File: src/rtl/dvi_frame_scheduler.sv
`default_nettype none
// ============================================================================
// Module   : dvi_frame_scheduler
// Purpose  : Raster timing generator for the DVI transmit path. Produces
//            den/hsync/vsync and arbitrates frame ownership between the test
//            pattern generator (source 0) and the framebuffer reader
//            (source 1). Ownership only changes at frame boundaries.
// Clocking : single domain, pixel_clock rising edge; synchronous active-low
//            reset (resetn).
// Revision : 1.0 - initial release
// ============================================================================
module dvi_frame_scheduler #(
    parameter int H_ACTIVE = 1280,
    parameter int H_FP     = 110,
    parameter int H_SYNC   = 40,
    parameter int H_BP     = 220,
    parameter int V_ACTIVE = 720,
    parameter int V_FP     = 5,
    parameter int V_SYNC   = 5,
    parameter int V_BP     = 20,
    parameter bit SYNC_POL = 1'b1
) (
    input  logic        pixel_clock,
    input  logic        resetn,
    input  logic        run,
    input  logic        src1_req,
    output logic        src_rd,
    output logic        src_frame_start,
    output logic        src_sel,
    input  logic [23:0] src0_data,
    input  logic [23:0] src1_data,
    output logic        video_den,
    output logic        video_hsync,
    output logic        video_vsync,
    output logic [23:0] video_pixel,
    output logic        frame_done
);

    // ------------------------------------------------------------------------
    // Raster geometry, all pre-sized to the 12-bit counter width
    // ------------------------------------------------------------------------
    localparam logic [11:0] c_H_TOTAL    = 12'(H_ACTIVE + H_FP + H_SYNC + H_BP);
    localparam logic [11:0] c_V_TOTAL    = 12'(V_ACTIVE + V_FP + V_SYNC + V_BP);
    localparam logic [11:0] c_H_LAST     = c_H_TOTAL - 12'd1;
    localparam logic [11:0] c_V_LAST     = c_V_TOTAL - 12'd1;
    localparam logic [11:0] c_H_ACTIVE   = 12'(H_ACTIVE);
    localparam logic [11:0] c_V_ACTIVE   = 12'(V_ACTIVE);
    localparam logic [11:0] c_HS_START   = 12'(H_ACTIVE + H_FP);
    localparam logic [11:0] c_HS_END     = 12'(H_ACTIVE + H_FP + H_SYNC);
    localparam logic [11:0] c_VS_START   = 12'(V_ACTIVE + V_FP);
    localparam logic [11:0] c_VS_END     = 12'(V_ACTIVE + V_FP + V_SYNC);
    // Level driven on the sync outputs when no pulse is present
    localparam logic        c_SYNC_IDLE  = ~SYNC_POL;

    typedef enum logic [0:0] {
        S_IDLE   = 1'b0,
        S_ACTIVE = 1'b1
    } state_t;

    // ------------------------------------------------------------------------
    // Counter stage
    // ------------------------------------------------------------------------
    state_t      r_state;
    state_t      w_state_next;
    logic [11:0] r_h_cnt;
    logic [11:0] r_v_cnt;
    logic [11:0] w_h_next;
    logic [11:0] w_v_next;

    logic        w_go;         // raster advances this cycle
    logic        w_load_sel;   // ownership is re-sampled this cycle
    logic        w_h_last;
    logic        w_v_last;
    logic        w_frame_end;  // last raster position while running
    logic        w_origin;     // raster (0,0) while running
    logic        w_active;
    logic        w_hs;
    logic        w_vs;

    // ------------------------------------------------------------------------
    // Stage 1 (N+1): read strobe and pulses toward the owner
    // ------------------------------------------------------------------------
    logic        r_src_rd;
    logic        r_frame_start;
    logic        r_frame_done;
    logic        r_src_sel;
    logic        r_hs;
    logic        r_vs;

    // ------------------------------------------------------------------------
    // Stage 2 (N+2): video outputs toward dvi_tx_top
    // ------------------------------------------------------------------------
    logic        r_video_den;
    logic        r_video_hsync;
    logic        r_video_vsync;
    logic [23:0] r_video_pixel;
    logic [23:0] w_pixel_mux;

    // Raster position decode of the current counter values
    always_comb begin
        w_h_last    = (r_h_cnt == c_H_LAST);
        w_v_last    = (r_v_cnt == c_V_LAST);
        w_frame_end = (r_state == S_ACTIVE) && w_h_last && w_v_last;
        w_origin    = w_go && (r_h_cnt == 12'd0) && (r_v_cnt == 12'd0);
        w_active    = w_go && (r_h_cnt < c_H_ACTIVE) && (r_v_cnt < c_V_ACTIVE);
        w_hs        = w_go && (r_h_cnt >= c_HS_START) && (r_h_cnt < c_HS_END);
        w_vs        = w_go && (r_v_cnt >= c_VS_START) && (r_v_cnt < c_VS_END);
    end

    // Next-state logic; the first cycle with run high already counts at (0,0)
    always_comb begin
        w_state_next = r_state;
        w_go         = 1'b0;
        w_load_sel   = 1'b0;
        case (r_state)
            S_IDLE: begin
                if (run) begin
                    w_state_next = S_ACTIVE;
                    w_go         = 1'b1;
                    w_load_sel   = 1'b1;
                end
            end
            S_ACTIVE: begin
                w_go = 1'b1;
                if (r_h_cnt == c_H_LAST && r_v_cnt == c_V_LAST) begin
                    w_load_sel = 1'b1;
                    if (!run) begin
                        w_state_next = S_IDLE;
                    end
                end
            end
            default: begin
                w_state_next = S_IDLE;
            end
        endcase
    end

    // Horizontal/vertical counter advance with wrap at the raster totals
    always_comb begin
        w_h_next = r_h_cnt;
        w_v_next = r_v_cnt;
        if (w_go) begin
            if (w_h_last) begin
                w_h_next = 12'd0;
                w_v_next = w_v_last ? 12'd0 : (r_v_cnt + 12'd1);
            end else begin
                w_h_next = r_h_cnt + 12'd1;
            end
        end
    end

    // State and raster counter registers
    always_ff @(posedge pixel_clock) begin
        if (!resetn) begin
            r_state <= S_IDLE;
            r_h_cnt <= 12'd0;
            r_v_cnt <= 12'd0;
        end else begin
            r_state <= w_state_next;
            r_h_cnt <= w_h_next;
            r_v_cnt <= w_v_next;
        end
    end

    // Stage 1: source strobes, frame pulses, ownership and delayed syncs
    always_ff @(posedge pixel_clock) begin
        if (!resetn) begin
            r_src_rd      <= 1'b0;
            r_frame_start <= 1'b0;
            r_frame_done  <= 1'b0;
            r_src_sel     <= 1'b0;
            r_hs          <= 1'b0;
            r_vs          <= 1'b0;
        end else begin
            r_src_rd      <= w_active;
            r_frame_start <= w_origin;
            r_frame_done  <= w_frame_end;
            r_hs          <= w_hs;
            r_vs          <= w_vs;
            if (w_load_sel) begin
                r_src_sel <= src1_req;
            end
        end
    end

    // Owner's data is present in the same cycle as the stage-1 read strobe;
    // the owner register changes only at a boundary, so it is stable here
    always_comb begin
        w_pixel_mux = r_src_sel ? src1_data : src0_data;
    end

    // Stage 2: video outputs; pixel forced to zero outside active video
    always_ff @(posedge pixel_clock) begin
        if (!resetn) begin
            r_video_den   <= 1'b0;
            r_video_hsync <= c_SYNC_IDLE;
            r_video_vsync <= c_SYNC_IDLE;
            r_video_pixel <= 24'd0;
        end else begin
            r_video_den   <= r_src_rd;
            r_video_hsync <= r_hs ^ c_SYNC_IDLE;
            r_video_vsync <= r_vs ^ c_SYNC_IDLE;
            r_video_pixel <= r_src_rd ? w_pixel_mux : 24'd0;
        end
    end

    assign src_rd          = r_src_rd;
    assign src_frame_start = r_frame_start;
    assign src_sel         = r_src_sel;
    assign frame_done      = r_frame_done;
    assign video_den       = r_video_den;
    assign video_hsync     = r_video_hsync;
    assign video_vsync     = r_video_vsync;
    assign video_pixel     = r_video_pixel;

endmodule
`default_nettype wire

File: config.mk
export PLATFORM = sky130hd
export DESIGN_NAME = dvi_frame_scheduler
export DESIGN_NICKNAME = d
export VERILOG_FILES = /design/src/rtl/dvi_frame_scheduler.sv
export SDC_FILE = /design/constraint.sdc
export NUM_CORES = 1
export LEC_CHECK = 0
export ABC_AREA = 1
export ABC_CLOCK_PERIOD_IN_PS = 1870
export CAP_MARGIN = 25
export CORE_UTILIZATION = 46
export DETAILED_ROUTE_END_ITERATION = 8
export GPL_TIMING_DRIVEN = 0
export PLACE_DENSITY = 0.84
export RECOVER_POWER = 25
export SYNTH_ARGS = -nofsm -noshare
export SYNTH_HDL_FRONTEND = slang
export SYNTH_SLANG_ARGS = --single-unit
File: constraint.sdc
create_clock -name pixel_clock -period 1.87 [get_ports pixel_clock]
set_input_delay 0.374 -clock pixel_clock [delete_from_list [all_inputs] [get_ports pixel_clock]]
set_output_delay 0.374 -clock pixel_clock [all_outputs]
set_load 0.1 [all_outputs]
==> results list, run 1 <==
- Result of the run: finished, final reports clean
* Worst setup EP type: output port
- For this block, the routed nets add up to 7.33 mm of wire.
- Non-Filler Instances: 551
* Min cycle time layout: 1.84 ns
- The floorplan has 27 rows.
- Synth Cell Area: 2680 sq um
- For this run, the share of the core covered by cells in the final layout is 0.673.
- GRT Resource Usage Total: 0.246
- For this design the static power due to leakage is 1.52 nW.
- The share of synthesized area in the top cell type comes to 0.433.
- Worst path cell trace: clkdlybuf4s15_1
- Clock tree root buffer cell: sky130_fd_sc_hd__clkbuf_8
- Post CTS Setup Buffer Count: 0
* Data required time at the worst endpoint: 1.50 ns
* Number of max-slew violations in the final report: 0
* Number of antenna violations at the first check in global routing: 0
- The worst setup path is of the register to output port kind.
* I/O pin count: 83
- Insertion delay of the later-clocked pin in the worst-skew pair: 0.34 ns
- Summing internal, switching and leakage power gives 3.20 mW.
- The final hold violation count was 0.
* Setup repair after global routing missed its margin: false
- Worst setup margin: 0.0291 ns
- H-tree level count: 3
- Via count of the first global-routing pass: 2,566
- OpenSTA, run right after detailed placement, puts the worst setup slack at -0.171 ns.
- Vertical die dimension: 78.4 microns
- Clock net sink count: 58
* Tightest slew margin relative to the limit: 0.359
- Final net count: 533
- The routed layout has 2,824 vias.
- The number of nets in the synthesized netlist is 441.
- Number of register bits inferred by synthesis: 58
* Number of diodes added for antenna fixing: 0
- At the pin with the least slew margin, the transition time is 0.965 ns.
- Number of synthesis warnings: 0
- For this configuration, the core starts out at a cell density of 0.481.
- The cell count after synthesis came out at 382.
- Final Skew: 0.00880 ns
- The worst setup path is launched from a register.
- After clock tree synthesis, the flow added hold-fix buffers numbering 0.
- The first routing iteration left 182 violations.
- Arrival time of the worst setup path: 1.47 ns
* Total core area: 5570 sq um
- First-pass iteration count of the detailed router: 5
- Entering global routing, the biggest net connects 11 pins.
- Achievable Freq: 543 MHz
* Post_cts resized: 61
- First-pass GRT wire length: 11.7 mm
- PortBufs: 81
* Standard cell with the maximum stage delay on the critical path: sky130_fd_sc_hd__clkdlybuf4s15_1
* Total instance count after detailed placement: 535
- Largest incremental delay on the critical path: 0.82 ns
* Remaining DRCs: 0
* Highest ir drop seen on vdd: 0.000666 V
- TritonCTS created 9 clock buffers.
- Maximum fanout along the worst path: 1
- Die Outline Area: 6140 sq um
- The netlist uses 27 different library cells.
- Worst hold slack across all endpoints: 0.360 ns
* Die Wd: 78.4 microns
- Maximum root-to-sink buffer count: 2
- Of the cells placed in the final design, the portion with a size suffix greater than 1 is 0.102.
- PwrDens: 852 nW/um^2
* Post-Syn Area per Cell: 7.02 sq um
- Clock-pin slew was measured on the worst setup and hold paths at 0.07 ns.
* Cell types occupying the most area after synthesis: sky130_fd_sc_hd__dfxtp_1 43%, sky130_fd_sc_hd__nand2_1 15%, sky130_fd_sc_hd__a21oi_1 8.2%
* Antenna-violating nets left: 0
- Of the available clock period, the critical path in the final layout requires 0.984.
- Detailed Place HPWL: 5.36 mm
- Routability congestion estimate: 0.904
* CP delay by family, top: buffers and inverters
* Class of the most critical hold timing path: primary input to register
* Buffers and inverters on the worst path: 1
- Of the synthesized area, sequential elements account for 0.433.
* Setup-failing EPs final: 0
- Layout-stage area growth over the synthesis result: 39.8%
- Summed over all layers, the global routing overflow is 0.
- Max cap viols: 0
- The synthesized design spends more area on one cell type than any other, namely sky130_fd_sc_hd__dfxtp_1.
* Vias per std cell: 5.13
* TritonCTS clock tree: built
- After detailed routing, the average wire length per cell comes to 13.3 microns.
## path summary, 6_finish.rpt
path              startpoint     endpoint  slack, ns  cells past startpoint
hold / removal        resetn  video_vsync       0.36                      3
setup reg to reg  r_h_cnt[1]   r_v_cnt[9]       0.29                      9
setup / recovery   video_den    video_den       0.03                      1
hold reg to reg         r_vs  video_vsync       0.42                      2
## power breakdown
group | switching (mW) | internal (mW) | leakage (nW) | total, mW
sequential | 0.0141 | 1.27 | 0.471 | 1.28
clock | 0.493 | 0.925 | 0.121 | 1.42
combinational | 0.334 | 0.159 | 0.925 | 0.493
total | 0.841 | 2.35 | 1.52 | 3.20
## sequential cells by signal (all words and copies together) (netlist names)
register and cells:
video_pixel 24, r_h_cnt 12, r_v_cnt 12, frame_done 1, r_hs 1, r_state 1, r_vs 1, src_frame_start 1
src_rd 1, src_sel 1, video_den 1, video_hsync 1, video_vsync 1
## synthesized netlist by cell type, drive strengths merged
cell type	n
a211oi	2
clkinv	1
o21ai	5
nor4	3
ha	7
o2111ai	1
o311ai	1
inv	40
clkbuf	9
nand4	15
nor2	43
o21bai	1
nor3	8
dfxtp	58
nand2	112
nor3b	1
buf	3
a21oi	44
xor2	5
nand3	23
## cells in the final DEF (no fill, tap or decap)
cell                              instances
sky130_fd_sc_hd__clkinv_1                 1
sky130_fd_sc_hd__o311ai_0                 1
sky130_fd_sc_hd__ha_1                     7
sky130_fd_sc_hd__nand2_1                110
sky130_fd_sc_hd__nor3_1                   8
sky130_fd_sc_hd__buf_6                    1
sky130_fd_sc_hd__clkbuf_2                17
sky130_fd_sc_hd__a211oi_1                 2
sky130_fd_sc_hd__inv_2                    2
sky130_fd_sc_hd__nor4_1                   3
sky130_fd_sc_hd__nor2_4                   2
sky130_fd_sc_hd__buf_2                    2
sky130_fd_sc_hd__nand4_1                 15
sky130_fd_sc_hd__o21bai_1                 1
sky130_fd_sc_hd__clkdlybuf4s15_2          4
sky130_fd_sc_hd__clkbuf_1                10
sky130_fd_sc_hd__xor2_1                   5
sky130_fd_sc_hd__clkdlybuf4s15_1         11
sky130_fd_sc_hd__inv_1                   38
sky130_fd_sc_hd__clkdlybuf4s50_1         50
sky130_fd_sc_hd__bufinv_16                3
sky130_fd_sc_hd__nand3_1                 22
sky130_fd_sc_hd__nand3_2                  1
sky130_fd_sc_hd__a21oi_1                 44
sky130_fd_sc_hd__nor3b_1                  1
sky130_fd_sc_hd__o2111ai_1                1
sky130_fd_sc_hd__clkbuf_8                10
sky130_fd_sc_hd__nor2_1                  37
sky130_fd_sc_hd__clkinv_4                 1
sky130_fd_sc_hd__nor2_2                   4
sky130_fd_sc_hd__nand2_2                  2
sky130_fd_sc_hd__dfxtp_1                 58
sky130_fd_sc_hd__o21ai_0                  5
## layout make-up
cell class / count / area, sq um
Clock inverter: 4 / 98.8
Inverter: 41 / 154
Timing Repair Buffer: 81 / 736
Buffer: 12 / 56.3
Sequential cell: 58 / 1160
Clock buffer: 12 / 145
Fill cell: 458 / 1820
Tap cell: 72 / 90.1
Multi-Input combinational cell: 271 / 1310
## cells by family (layout without fill, tap and decap cells)
| family | after synthesis | count (layout) | synth area share |
|---|---|---|---|
| adders and majority gates | 7 | 7 | 0.0326 |
| and+or+nand+nor | 205 | 205 | 0.333 |
| xor gates and xnor gates | 5 | 5 | 0.0163 |
| DFF | 58 | 58 | 0.433 |
| buffers and inverters | 53 | 150 | 0.0784 |
| AOI/OAI and AO/OA | 54 | 54 | 0.106 |
## through the flow
| stage | setup TNS (ns) | instance area (sq um) |
|---|---|---|
| finish | 0 | 3750 |
| global route | 0 | 3750 |
| CTS | 0 | 3830 |
| detailed placement | -0.682 | 3580 |
| global placement | -0.574 | 3580 |
| floorplan | 0 | 2680 |
## per-layer routing
metal,global-route usage,part of all wire
met1,0.277,0.42
met2,0.429,0.48
met3,0.0581,0.072
met4,0.133,0.027
met5,0,0
(Power assumes the default switching activity.)
==> run 2, diff against run 1 <==
- CORE_UTILIZATION: 46 -> 42
- PLACE_DENSITY: 0.84 -> 0.78
==> results list, run 2 (synthesized netlist as in run 1, its figures left out) <==
- The starting density of the core was 0.445 (-0.0361).
* I/O pin count: 83 (unchanged)
* Average wire per cell in the routed design: 13.6 microns (+2.4%)
* Kind of launch point of the worst setup path: register
- The detailed-route wire length was 7.55 mm (+3.0%).
* Most common cell after layout, fill and taps aside: sky130_fd_sc_hd__nand2_1
- Area taken by flip-flops and latches: 1160 sq um (unchanged)
- Number of clock buffers inserted by TritonCTS: 9 (unchanged)
- PwrDens: 800 nW/um^2 (-6.2%)
- The path class of the tightest hold or removal check is register to register.
- The remaining number of nets flagged by the antenna check after routing was 0 (unchanged).
* Routability congestion estimate: 0.864 (-4.3%)
- Tightest slew margin relative to the limit: 0.355 (-0.00456)
- Commonest cells after routing, fill and taps aside: 110 x sky130_fd_sc_hd__nand2_1, 58 x sky130_fd_sc_hd__dfxtp_1, 50 x sky130_fd_sc_hd__clkdlybuf4s50_1
* TritonCTS clock tree: built
* CTS hold repair buffers: 0 (unchanged)
- The cell sitting at the root of the clock tree is a sky130_fd_sc_hd__clkbuf_8.
- Leakage power: 1.49 nW (-2.0%)
- Total core area: 6030 sq um (+8.1%)
- Final period util: 0.987 (+0.00291)
- Number of antenna violations at the first check in global routing: 0 (unchanged)
* Remaining DRCs: 0 (unchanged)
- Number of max-slew violations in the final report: 0 (unchanged)
- The number of nets in the layout is 533 (unchanged).
- The vias per cell was 5.08 (-0.96%).
- Buffers and inverters on the worst path: 1 (unchanged)
- The global-route total usage across every layer was 0.231 (-0.0157).
- PortBufs: 81 (unchanged)
- Grouping stages by cell kind, the critical path spends the most delay in buffers and inverters.
- Max FFs per register: 24 (unchanged)
* Post CTS Setup Buffer Count: 0 (unchanged)
- Maximum root-to-sink buffer count: 2 (unchanged)
* # fillers: 556 (+21%)
- The maximum number of pins on one net before global-route repair came to 12 (+1).
- Traced cell by cell, the critical path runs through clkdlybuf4s15_1.
* Standard cell with the maximum stage delay on the critical path: sky130_fd_sc_hd__clkdlybuf4s15_1
* Final non-filler cell area: 3700 sq um (-1.4%)
- The arrival time at the worst endpoint was 1.47 ns (about the same).
- The delay of the slowest cell on the worst path came to 0.82 ns (about the same).
- Insertion delay of the later-clocked pin in the worst-skew pair: 0.34 ns (about the same)
- Vertical die dimension: 81.9 microns (+4.5%)
* Maximum fanout along the worst path: 1 (unchanged)
- The setup TNS is 0 ns (unchanged).
* Leftover overflow at the end of global routing: 0 (unchanged)
* Transition at the pin with the smallest max-transition slack: 0.971 ns (+0.00687 ns)
- Setup repair after global routing missed its margin: false
- The diode insertion count for antenna repair was 0 (unchanged).
- Max cap viols: 0 (unchanged)
- The clock edge transition at the registers on the reported setup and hold paths came to 0.07 ns (about the same).
- Result of the run: finished, final reports clean
- The via count of the first global-routing pass was 2,577 (+0.43%).
* Min cycle time layout: 1.85 ns (+0.00544 ns)
- The final HPWL from detailed placement was 5.65 mm (+5.5%).
- Routed vias: 2,812 (-0.42%)
- The worst setup path is captured at an output port.
- The share of final-layout standard cells stronger than drive strength 1 came to 0.121 (+0.0188).
- Final Skew: 0.0106 ns (+0.00183 ns)
- Area used by multi-input combinational logic: 1320 sq um (+0.57%)
- Critical path type: register to output port
- The worst-case vdd ir drop came to 0.000632 V (-5.0%).
- Area after detailed placement: 3590 sq um (+0.10%)
- Layout-stage area growth over the synthesis result: 37.8%
- The cell row count came to 28 (+3.7%).
- The highest clock rate is 542 MHz (-0.29%).
- Die Wd: 81.9 microns (+4.5%)
- First-iteration detailed-routing DRC count: 126 (-31%)
- First-pass iteration count of the detailed router: 4 (-1)
* Hold Vio Cnt, Final: 0 (unchanged)
- Clock net sink count: 58 (unchanged)
- The overall die area is 6710 sq um (+9.3%).
- The H-tree level count was 3 (unchanged).
* First-pass GRT wire length: 11.8 mm (+1.3%)
- The total of endpoints with negative setup slack in the final report is 0 (unchanged).
* Data required time at the worst endpoint: 1.50 ns (about the same)
[run 2: tightest hold or removal path: stages, from the launching register on]
cell,delay (ns)
sky130_fd_sc_hd__dfxtp_1,0.31
sky130_fd_sc_hd__nand2_1,0.05
sky130_fd_sc_hd__inv_1,0.04
[run 2: what timing repair did]
| action | 4_1_cts | 5_1_grt |
|---|---|---|
| gates cloned | 0 | 0 |
| endpoints found under the hold margin | 0 | 0 |
| setup endpoints to repair | 31 | 24 |
| resized for setup | 58 | 32 |
[run 2: through the flow]
step	total power, mW	utilization	worst slack, ns	hold WS (ns)	instances
2_1_floorplan	1.63	-	0.102	0.390	382
3_3_place_gp	1.82	0.595	-0.174	0.401	538
3_5_place_dp	1.83	0.595	-0.184	0.401	538
4_1_cts	2.98	0.628	0.00111	0.355	554
5_1_grt	3.06	0.614	0.00186	0.440	554
6_report	2.96	0.614	0.0237	0.409	554
[run 2: where the power goes]
| part | internal, mW | total [mW] | switching [mW] |
|---|---|---|---|
| clock network | 0.650 | 1.18 | 0.526 |
| logic | 0.158 | 0.496 | 0.338 |
| registers | 1.27 | 1.28 | 0.0141 |
| total | 2.08 | 2.96 | 0.879 |
[run 2: area by class of cell]
| cell class | instances | area share |
|---|---|---|
| multi-input combinational | 271 | 0.356 |
| sequential | 58 | 0.314 |
| timing repair buffer | 81 | 0.193 |
| inverter | 41 | 0.0416 |
| clock buffer | 10 | 0.0372 |
| tap | 75 | 0.0254 |
| clock inverter | 6 | 0.0179 |
| buffer | 12 | 0.0149 |
[run 2: per-layer routing]
layer | global-route usage | routed length, microns
met4 | 0.104 | 182
met3 | 0.0567 | 491
met1 | 0.279 | 3160
met2 | 0.384 | 3720
met5 | 0 | 0
[run 2: path summary, 6_finish.rpt]
kind                                      start         endpoint  slack (ns)  cells past startpoint
worst max-delay path            video_pixel[16]  video_pixel[16]        0.02                      1
worst max register to register       r_v_cnt[0]       r_v_cnt[8]        0.22                      9
worst min register to register             r_hs      video_hsync        0.41                      2
worst min-delay path                       r_hs      video_hsync        0.41                      2
